==> config.mk <==
export PLATFORM = sky130hd
export DESIGN_NAME = mmc1_serial_writer_flat
export DESIGN_NICKNAME = d
export VERILOG_FILES = /design/src/rtl/mmc1_pkg.sv /design/src/rtl/mmc1_serial_writer_if.sv /design/src/rtl/mmc1_m2_gen.sv /design/src/rtl/mmc1_serial_writer.sv /design/src/flat_wrapper.sv
export SDC_FILE = /design/constraint.sdc
export NUM_CORES = 1
export LEC_CHECK = 0
export ABC_AREA = 1
export BUFFER_PORTS_ARGS = -buffer_cell sky130_fd_sc_hd__buf_4
export CAP_MARGIN = 20
export CORE_MARGIN = 3
export CORE_UTILIZATION = 50
export DETAILED_ROUTE_END_ITERATION = 8
export GPL_TIMING_DRIVEN = 0
export PLACE_DENSITY = 0.78
export SLEW_MARGIN = 20
export SYNTH_ARGS = -nofsm -noshare
export SYNTH_HDL_FRONTEND = slang
export SYNTH_SLANG_ARGS = --single-unit
==> constraint.sdc <==
create_clock -name clk -period 1.6 [get_ports clk]
set_input_delay 0.24 -clock clk [delete_from_list [all_inputs] [get_ports clk]]
set_output_delay 0.24 -clock clk [all_outputs]
set_load 0.02 [all_outputs]
==> src/rtl/mmc1_pkg.sv <==
// Shared types and constants for the MMC1 serial register writer.
// Holds the FSM state encoding, register selects and payload helpers.
package mmc1_pkg;

    typedef enum logic [2:0] {
        S_IDLE,
        S_ALIGN,
        S_RST_WR,
        S_BIT_WR,
        S_GAP
    } state_t;

    typedef logic [1:0] reg_sel_t;

    localparam reg_sel_t REG_CTRL = 2'd0;
    localparam reg_sel_t REG_CHR0 = 2'd1;
    localparam reg_sel_t REG_CHR1 = 2'd2;
    localparam reg_sel_t REG_PRG  = 2'd3;

    localparam int SHIFT_LEN = 5;
    localparam logic [7:0] RESET_DATA = 8'h80;

    function automatic logic [7:0] bit_payload(
        input logic [4:0] data,
        input logic [2:0] k
    );
        return {7'b0, data[k]};
    endfunction

endpackage

==> src/rtl/mmc1_serial_writer_if.sv <==
// Command handshake between a loader/test controller and the writer.
// master = controller side, slave = writer side.
interface mmc1_serial_writer_if;

    logic                cmd_valid;
    logic                cmd_ready;
    mmc1_pkg::reg_sel_t  cmd_reg;
    logic [4:0]          cmd_data;
    logic                cmd_reset;
    logic                done;

    modport master (
        output cmd_valid, cmd_reg, cmd_data, cmd_reset,
        input  cmd_ready, done
    );

    modport slave (
        input  cmd_valid, cmd_reg, cmd_data, cmd_reset,
        output cmd_ready, done
    );

endinterface

==> src/rtl/mmc1_m2_gen.sv <==
// Free-running M2 divider: HALF_PER clk low, HALF_PER clk high.
// Strobes mark the edge that opens the low (cyc_start) or high phase.
module mmc1_m2_gen #(
    parameter int HALF_PER = 2
) (
    input  logic clk,
    input  logic rst,
    output logic m2,
    output logic cyc_start,
    output logic hi_start
);

    localparam int PER = 2 * HALF_PER;
    localparam int CW  = (PER > 2) ? $clog2(PER) : 1;

    logic [CW-1:0] cnt;

    // Pre-decoded so registers loaded on this edge line up with m2.
    assign cyc_start = (cnt == CW'(PER - 1));
    assign hi_start  = (cnt == CW'(HALF_PER - 1));

    always_ff @(posedge clk or posedge rst) begin
        if (rst) begin
            cnt <= '0;
            m2  <= 1'b0;
        end else begin
            cnt <= cyc_start ? '0 : cnt + 1'b1;
            if (hi_start)
                m2 <= 1'b1;
            else if (cyc_start)
                m2 <= 1'b0;
        end
    end

endmodule

==> src/rtl/mmc1_serial_writer.sv <==
// Turns a parallel MMC1 register command into paced CPU write cycles:
// optional D7 reset write, then five LSB-first D0 writes, each followed by idle cycles.
module mmc1_serial_writer
    import mmc1_pkg::*;
#(
    parameter int HALF_PER = 2,
    parameter int GAP_CYC  = 1
) (
    input  logic                 clk,
    input  logic                 rst,
    mmc1_serial_writer_if.slave  cmd,
    output logic                 m2,
    output logic [14:0]          cpu_a,
    output logic [7:0]           cpu_d,
    output logic                 cpu_rw_n,
    output logic                 romsel_n
);

    localparam int GW = (GAP_CYC > 1) ? $clog2(GAP_CYC) : 1;

    logic          cyc_start;
    logic          hi_start;
    state_t        state;
    reg_sel_t      reg_q;
    logic [4:0]    data_q;
    logic          rst_q;
    logic [2:0]    k;
    logic [GW-1:0] gcnt;

    mmc1_m2_gen #(
        .HALF_PER (HALF_PER)
    ) u_m2 (
        .clk       (clk),
        .rst       (rst),
        .m2        (m2),
        .cyc_start (cyc_start),
        .hi_start  (hi_start)
    );

    always_ff @(posedge clk or posedge rst) begin
        if (rst) begin
            state         <= S_IDLE;
            reg_q         <= REG_CTRL;
            data_q        <= '0;
            rst_q         <= 1'b0;
            k             <= '0;
            gcnt          <= '0;
            cpu_a         <= '0;
            cpu_d         <= '0;
            cpu_rw_n      <= 1'b1;
            romsel_n      <= 1'b1;
            cmd.cmd_ready <= 1'b0;
            cmd.done      <= 1'b0;
        end else begin
            cmd.done <= 1'b0;

            // /ROMSEL follows M2 high, but only inside a write cycle.
            if (hi_start)
                romsel_n <= !(state == S_RST_WR || state == S_BIT_WR);
            else if (cyc_start)
                romsel_n <= 1'b1;

            unique case (state)
                S_IDLE: begin
                    if (cmd.cmd_valid && cmd.cmd_ready) begin
                        reg_q         <= cmd.cmd_reg;
                        data_q        <= cmd.cmd_data;
                        rst_q         <= cmd.cmd_reset;
                        cmd.cmd_ready <= 1'b0;
                        state         <= S_ALIGN;
                    end else begin
                        cmd.cmd_ready <= 1'b1;
                    end
                end
                S_ALIGN: begin
                    if (cyc_start) begin
                        k        <= '0;
                        cpu_a    <= {reg_q, 13'b0};
                        cpu_rw_n <= 1'b0;
                        if (rst_q) begin
                            cpu_d <= RESET_DATA;
                            state <= S_RST_WR;
                        end else begin
                            cpu_d <= bit_payload(data_q, 3'd0);
                            state <= S_BIT_WR;
                        end
                    end
                end
                S_RST_WR, S_BIT_WR: begin
                    if (cyc_start) begin
                        if (state == S_BIT_WR)
                            k <= k + 3'd1;
                        gcnt     <= '0;
                        cpu_a    <= '0;
                        cpu_d    <= '0;
                        cpu_rw_n <= 1'b1;
                        state    <= S_GAP;
                    end
                end
                S_GAP: begin
                    if (cyc_start) begin
                        if (gcnt != GW'(GAP_CYC - 1)) begin
                            gcnt <= gcnt + 1'b1;
                        end else if (k == 3'(SHIFT_LEN)) begin
                            cmd.done      <= 1'b1;
                            cmd.cmd_ready <= 1'b1;
                            state         <= S_IDLE;
                        end else begin
                            cpu_a    <= {reg_q, 13'b0};
                            cpu_d    <= bit_payload(data_q, k);
                            cpu_rw_n <= 1'b0;
                            state    <= S_BIT_WR;
                        end
                    end
                end
                default: state <= S_IDLE;
            endcase
        end
    end

endmodule

==> src/flat_wrapper.sv <==
// flat-port wrapper written by rule: the top's interface ports become plain ports
module mmc1_serial_writer_flat import mmc1_pkg::*;
#(
    parameter int HALF_PER = 2,
    parameter int GAP_CYC  = 1
)
  (clk, rst, m2, cpu_a, cpu_d, cpu_rw_n, romsel_n, cmd_cmd_valid, cmd_cmd_reg, cmd_cmd_data, cmd_cmd_reset, cmd_cmd_ready, cmd_done);
  mmc1_serial_writer_if cmd_i ();
  input  logic clk;
  input  logic rst;
  output logic m2;
  output logic [14:0] cpu_a;
  output logic [7:0] cpu_d;
  output logic cpu_rw_n;
  output logic romsel_n;
  input wire logic [$bits(cmd_i.cmd_valid)-1:0] cmd_cmd_valid;
  input wire logic [$bits(cmd_i.cmd_reg)-1:0] cmd_cmd_reg;
  input wire logic [$bits(cmd_i.cmd_data)-1:0] cmd_cmd_data;
  input wire logic [$bits(cmd_i.cmd_reset)-1:0] cmd_cmd_reset;
  output wire logic [$bits(cmd_i.cmd_ready)-1:0] cmd_cmd_ready;
  output wire logic [$bits(cmd_i.done)-1:0] cmd_done;
  assign cmd_i.cmd_valid = cmd_cmd_valid;
  assign cmd_i.cmd_reg = cmd_cmd_reg;
  assign cmd_i.cmd_data = cmd_cmd_data;
  assign cmd_i.cmd_reset = cmd_cmd_reset;
  assign cmd_cmd_ready = cmd_i.cmd_ready;
  assign cmd_done = cmd_i.done;
  mmc1_serial_writer #(.HALF_PER(HALF_PER), .GAP_CYC(GAP_CYC)) u_core (.clk(clk), .rst(rst), .cmd(cmd_i), .m2(m2), .cpu_a(cpu_a), .cpu_d(cpu_d), .cpu_rw_n(cpu_rw_n), .romsel_n(romsel_n));
endmodule
# Yosys cells after proc, flatten, opt, wreduce, memory -nomap -nowiden
# Cells that the tools add are included.
[word_totals] ff_bits=45 inputBits=11 out_inout_bits=28 elab_cells=97
[op_classes] n_addsub=3 n_lt_le_gt_ge=1 n_eq_ne=15 mux=48 n_reduce_logical=16
[ops] op="$mux 15" count=5
[ops] op="$mux 8" count=6
[ops] op="$pmux 15 s3" count=1
[ops] op="$mux 3" count=8
[ops] op="$pmux 8 s3" count=1
[ops] op="$mux 1" count=19
[ops] op="$pmux 3 s4" count=1
[ops] op="$ne 2x2->1 const B" count=5
[ops] op="$reduce_and 4->1" count=2
[ops] op="$reduce_bool 2->1" count=4
[ops] op="$eq 3x2->1 const B" count=2
[ops] op="$eq 3x3->1 const B" count=2
[ops] op="$ne 2x1->1 const B" count=3
[ops] op="$pmux 3 s2" count=1
[ops] op="$reduce_and 6->1" count=1
[ops] op="$reduce_and 5->1" count=1
[ops] op="$lt 3x4->1 const B" count=1
[ops] op="$mux 2" count=2
[ops] op="$pmux 1 s2" count=2
[ops] op="$add 3x1->3 const B" count=1
[ops] op="$bmux 1 s3" count=1
[ops] op="$eq 3x1->1 const B" count=1
[ops] op="$logic_not 3->1" count=1
[ops] op="$pmux 1 s3" count=1
[ops] op="other kinds (11)" count=11

# Depth between registers and ports, before layout
[depth] ltp_word=6 ltp_mapped=8 ltp_nobuf=8

# Hierarchy
# Synthesis repeated with hierarchy kept, for this count alone.
[hier_totals] cells_unflattened=159 area_unflattened_um2=1355.0
[modules_own_cells] module="mmc1_serial_writer" n_inst=1 cells_each=146 area_each_um2=1224.9 seq_area_each_um2=553.0
[modules_own_cells] module="mmc1_m2_gen" n_inst=1 cells_each=13 area_each_um2=130.1 seq_area_each_um2=75.1

# Worst setup path before layout
# Ideal clock, no wire load.
[synth_timing] path_type="flip-flop to flip-flop" from="register u_core.k[0]" to="register u_core.cpu_d[0]" setup_time_ns=0.122 arrival_ns=1.162 slack_ns=0.316 stages_incl_launch_ff=8 period_less_slack_ns=1.284 path_cell_list="dfrtp_1 > ha_1 > nand2_1 > inv_1 > o21ai_0 > nand2_1 > nor2_1 > a21oi_1"
[synth_between] elab_chain_len=6 word_cells_on_any_way=9 classes_between="eq/ne: 2; mux: 6; reduce/logical: 1"
[synth_rtl] item="start, declared" line_no="mmc1_serial_writer.sv:27" source="logic [2:0] k;"
[synth_rtl] item="start signal, assigned" line_no="mmc1_serial_writer.sv:92" source="k <= k + 3'd1;"
[synth_rtl] item="$bmux 1 s3" line_no="mmc1_pkg.sv:27" source="return {7'b0, data[k]};"
[synth_rtl] item="$mux 1 (not written as such)" line_no="mmc1_pkg.sv:27"
[synth_rtl] item="$mux 8" line_no="mmc1_serial_writer.sv:104" source="end else if (k == 3'(SHIFT_LEN)) begin"
[synth_rtl] item="$mux 8" line_no="mmc1_serial_writer.sv:102" source="if (gcnt != GW'(GAP_CYC - 1)) begin"
[synth_rtl] item="$mux 8" line_no="mmc1_serial_writer.sv:101" source="if (cyc_start) begin"
[synth_rtl] item="$pmux 8 s3" line_no="mmc1_serial_writer.sv:63" source="unique case (state)"
[synth_rtl] item="end signal, assigned" line_no="mmc1_serial_writer.sv:84" source="cpu_d <= bit_payload(data_q, 3'd0);"
[synth_rtl] item="end signal, assigned" line_no="mmc1_serial_writer.sv:110" source="cpu_d <= bit_payload(data_q, k);"
[synth_rtl] item="end, declared" line_no="mmc1_serial_writer.sv:14" source="output logic [7:0] cpu_d,"
# Several ways; a longest one is shown, not always the timed one. The select of a mux whose other input is x is not followed.
# A chain may end at the register's enable or synchronous reset.

# Worst setup path in the final report
[layout_timing] from="register u_core.u_m2.cnt[0]" to="register u_core.cpu_d[0]"
[layout_between] elab_chain_len=3 word_cells_on_any_way=5 classes_between="eq/ne: 4; reduce/logical: 1"
[layout_rtl] item="start, declared" line_no="mmc1_m2_gen.sv:16" source="logic [CW-1:0] cnt;"
[layout_rtl] item="start signal, assigned" line_no="mmc1_m2_gen.sv:27" source="cnt <= cyc_start ? '0 : cnt + 1'b1;"
[layout_rtl] item="$eq 2x2->1 *" line_no="mmc1_m2_gen.sv:19" source="assign cyc_start = (cnt == CW'(PER - 1));"
[layout_rtl] item="$ne 2x2->1 (no source line)"
[layout_rtl] item="$reduce_and 6->1 (no source line) *"
# Every way passes the cells marked *; elsewhere a longest branch is shown, timed or not.

==> impl_summary.log <==
INFO  metric synth.cell_area = 1330 um2
INFO  metric avgRoutedWirePerCell = 11.3 um
INFO  metric overflow = 0
INFO  metric tritoncts_clock_tree = done
INFO  metric synth_area_per_cell = 8.43 um2
INFO  metric post_synth_xor_area_fraction = 0%
INFO  metric timing.max_cap.violations = 0
INFO  metric final_min_period_over_clock_period = 94.3%
INFO  metric cellPowerDensity = 1460 nW/um2
INFO  metric grt_antenna_before_repair = 0
INFO  metric first_global_vias = 1053
INFO  metric critical_path_peak_fanout = 7
INFO  metric post_route_cells_drive_above_1_share = 30.8%
INFO  metric post_layout_min_period = 1.51 ns
INFO  metric p_leak = 0.887 nW
INFO  metric clock_insertion_delay_worst_skew = 0.32 ns
INFO  metric crit_type = reg -> reg
INFO  metric yosys_warnings = 0
INFO  metric post_synth_main_area_contributors = sky130_fd_sc_hd__dfrtp_1, sky130_fd_sc_hd__nand2_1, sky130_fd_sc_hd__buf_4
INFO  metric maximum_clock_insertion_buffer_count = 2
INFO  metric critPathCaptureType = flip-flop
INFO  metric total_neg_setup_slack = 0 ns
INFO  metric dpl.hpwl = 2.01 mm
INFO  metric async_flop_share = 100%
INFO  metric antenna-diode-count = 0
INFO  metric remaining_drc_errors = 0
INFO  metric pin_count_of_the_biggest_net_entering_global_routing = 26
INFO  metric timing.rr.start = u_core.u_m2.cnt[0]$_DFF_PP0_
INFO  metric numClockSinks = 25
INFO  metric r2r_cells = 6
INFO  metric synth.top_cell.area_share = 43.2%
INFO  metric synth-edff-count = 0
INFO  metric synth.top_cells.by_count = sky130_fd_sc_hd__nand2_1, sky130_fd_sc_hd__dfrtp_1, sky130_fd_sc_hd__buf_4, sky130_fd_sc_hd__inv_1
INFO  metric timing.critical_path.slowest_stage_cell = sky130_fd_sc_hd__dfrtp_1
INFO  metric synth_compound_gate_area_share = 9.68%
INFO  metric final_net_count = 217
INFO  metric clock_pin_slew_on_the_worst_setup_and_hold_paths = 0.14 ns
INFO  metric critical_path_required = 1.82 ns
INFO  metric place_congestion = 0.859
INFO  metric floorplan.die_area = 3320 um2
INFO  metric cts_hold_buffers = 0
INFO  metric cp_common_cell = sky130_fd_sc_hd__a21oi_1
INFO  metric io-pin-count = 39
INFO  metric cts.htree.levels = 1
INFO  metric place.port_buffers = 19
INFO  metric drt_iter0_drc = 33
INFO  metric number_of_hold_violations_in_the_final_report = 0
INFO  metric synth-seq-area-share = 47.2%
INFO  metric worst-slew-pin-transition = 0.922 ns
INFO  metric synth_area_in_adders = 3.76%
INFO  metric status = finished clean
INFO  metric vias_per_cell = 4.73
INFO  metric rows = 18
INFO  metric setup_violations = 0
INFO  metric mux_contribution_to_synthesized_area = 0%
INFO  metric drt-total-wl = 2.61 mm
INFO  metric core_area = 2500 um2
INFO  metric synthDominantAreaCellType = sky130_fd_sc_hd__dfrtp_1
INFO  metric synth-seq-cells = 25
INFO  metric synthToLayoutAreaGrowth = 22.1%
INFO  metric data_arrival_time_at_the_worst_slack_endpoint = 1.73 ns
INFO  metric total_routing_resource_utilization_after_global_routing = 17.0%
INFO  metric drt_pre_antenna_iters = 4
INFO  metric die-width = 57.6 um
INFO  metric regToRegSetupSlack = 0.09 ns
INFO  metric cpPeakStageDelay = 0.43 ns
INFO  metric grt_setup_unrepaired = false
INFO  metric die_height = 57.6 um
INFO  metric wire_length_of_the_first_global_routing_pass = 4.49 mm
INFO  metric cts_made_buffers = 3
INFO  metric num_vias = 1093
INFO  metric report.final.slew_viol_count = 0
INFO  metric worstHoldPathType = in -> async
INFO  metric worst_r2r_endpoint = u_core.cpu_d[0]$_DFFE_PP0P_
INFO  metric cts.root.buffer_cell = sky130_fd_sc_hd__clkbuf_4
INFO  metric yosysMostFrequentCell = sky130_fd_sc_hd__nand2_1
INFO  metric crit_path_start_kind = flip-flop
INFO  metric irDropWorstVdd = 1.14 mV
INFO  metric initial_core_utilization = 53.3%
INFO  metric ys_dominant_reg_cell = sky130_fd_sc_hd__dfrtp_1
INFO  metric post_synth_and_or_nand_nor_area_fraction = 22.5%
INFO  metric fmax = 662 MHz
INFO  metric worst_clock_skew = 0.000576 ns
INFO  metric timing.slew.headroom = 38.5%
INFO  metric combinational_family_with_the_most_area_after_synthesis = simple AND/OR/NAND/NOR gates
INFO  metric drtAntennaViolNets = 0
INFO  metric post_synth_inst_count = 158
INFO  metric crit_path_cell_trace = ha_1 > inv_1 > a21oi_1 > nand2_1 > nor2_1 > a21oi_1
INFO  metric synth.distinct_cells = 25
INFO  metric hold_slack = 0.105 ns
flip-flops by register name, summed over array words and instances (netlist names):
name and flops:
u_core.data_q 5, u_core.k 3, u_core.state 3, u_core.cpu_a 2
u_core.cpu_d 2, u_core.reg_q 2, u_core.u_m2.cnt 2, u_core.cmd.cmd_ready 1
u_core.cmd.done 1, u_core.cpu_rw_n 1, u_core.romsel_n 1, u_core.rst_q 1
u_core.u_m2.m2 1
layout make-up:
| cell class | count | area [um2] |
|---|---|---|
| Timing Repair Buffer | 21 | 158 |
| Clock buffer | 3 | 22.5 |
| Sequential cell | 25 | 629 |
| Multi-Input combinational cell | 113 | 552 |
| Clock inverter | 1 | 5.00 |
| Tap cell | 30 | 37.5 |
| Fill cell | 211 | 875 |
| Inverter | 18 | 67.6 |
| Buffer | 20 | 154 |
worst max-delay path, delay by kind of cell (launching register included):
| family | cells | cell delay [ns] |
|---|---|---|
| compound gates | 2 | 0.23 |
| fa+ha+maj | 1 | 0.33 |
| buf+inv | 1 | 0.14 |
| flops | 1 | 0.43 |
| simple gates | 2 | 0.29 |
stage by stage:
step	util [%]	instances	setup slack [ns]	power (W)	area [um2]
6_report	65.0	231	0.0905	0.00237	1630
2_1_floorplan	-	176	0.316	0.00176	1400
3_5_place_dp	63.2	225	0.122	0.00205	1580
3_3_place_gp	63.2	225	0.170	0.00200	1580
5_1_grt	65.0	231	0.00969	0.00256	1630
4_1_cts	64.3	229	0.0859	0.00234	1610
layout by cell type (no fill, tap or decap), drive strengths merged:
cell type / instances
dfstp: 2
a31oi: 1
clkinv: 1
buf: 41
o21ai: 13
nand3: 7
dfrtp: 23
nor3: 2
o21a: 1
ha: 4
inv: 18
nand4: 1
conb: 19
nand2: 46
o211ai: 1
a21oi: 5
nor2: 12
clkbuf: 3
o22ai: 1
where the power goes:
group | leakage (nW) | switching, W | internal [W] | total (W)
combinational | 0.559 | 0.000621 | 0.000419 | 0.00104
clock | 0.0177 | 0.000193 | 0.0000938 | 0.000286
sequential | 0.310 | 0.000179 | 0.000862 | 0.00104
worst max path at each step:
stage	start	to	slack, ns	cells after the start
after global routing	u_core.u_m2.cnt[0]$_DFF_PP0_	u_core.cpu_d[0]$_DFFE_PP0P_	0.01	6
after floorplan	u_core.k[0]$_DFFE_PP0P_	u_core.cpu_d[0]$_DFFE_PP0P_	0.32	7
after CTS	u_core.k[0]$_DFFE_PP0P_	u_core.cpu_d[0]$_DFFE_PP0P_	0.09	7
final	u_core.u_m2.cnt[0]$_DFF_PP0_	u_core.cpu_d[0]$_DFFE_PP0P_	0.09	6
after global placement	u_core.k[0]$_DFFE_PP0P_	u_core.cpu_d[0]$_DFFE_PP0P_	0.17	7
after detailed placement	u_core.k[0]$_DFFE_PP0P_	u_core.cpu_d[0]$_DFFE_PP0P_	0.12	7
what timing repair did:
item	CTS	global route
setup endpoints to repair	0	2
gates resized for setup	0	2
setup buffers	0	2
routing by layer:
layer | global-route usage [%] | vias to the layer above | routed length [um]
li1 | - | 549 | -
met3 | 1.58 | 5 | 166
met2 | 31.3 | 44 | 1360
met1 | 19.9 | 495 | 1040
met5 | 0 | - | 0
met4 | 7.62 | 0 | 37
kinds of logic (layout without fill, tap and decap cells):
group,after synthesis,after routing
compound gates,22,22
simple gates,68,68
other cells,1,19
fa+ha+maj,4,4
flops,25,25
buf+inv,38,63
Power figures use the tool's default switching activity.
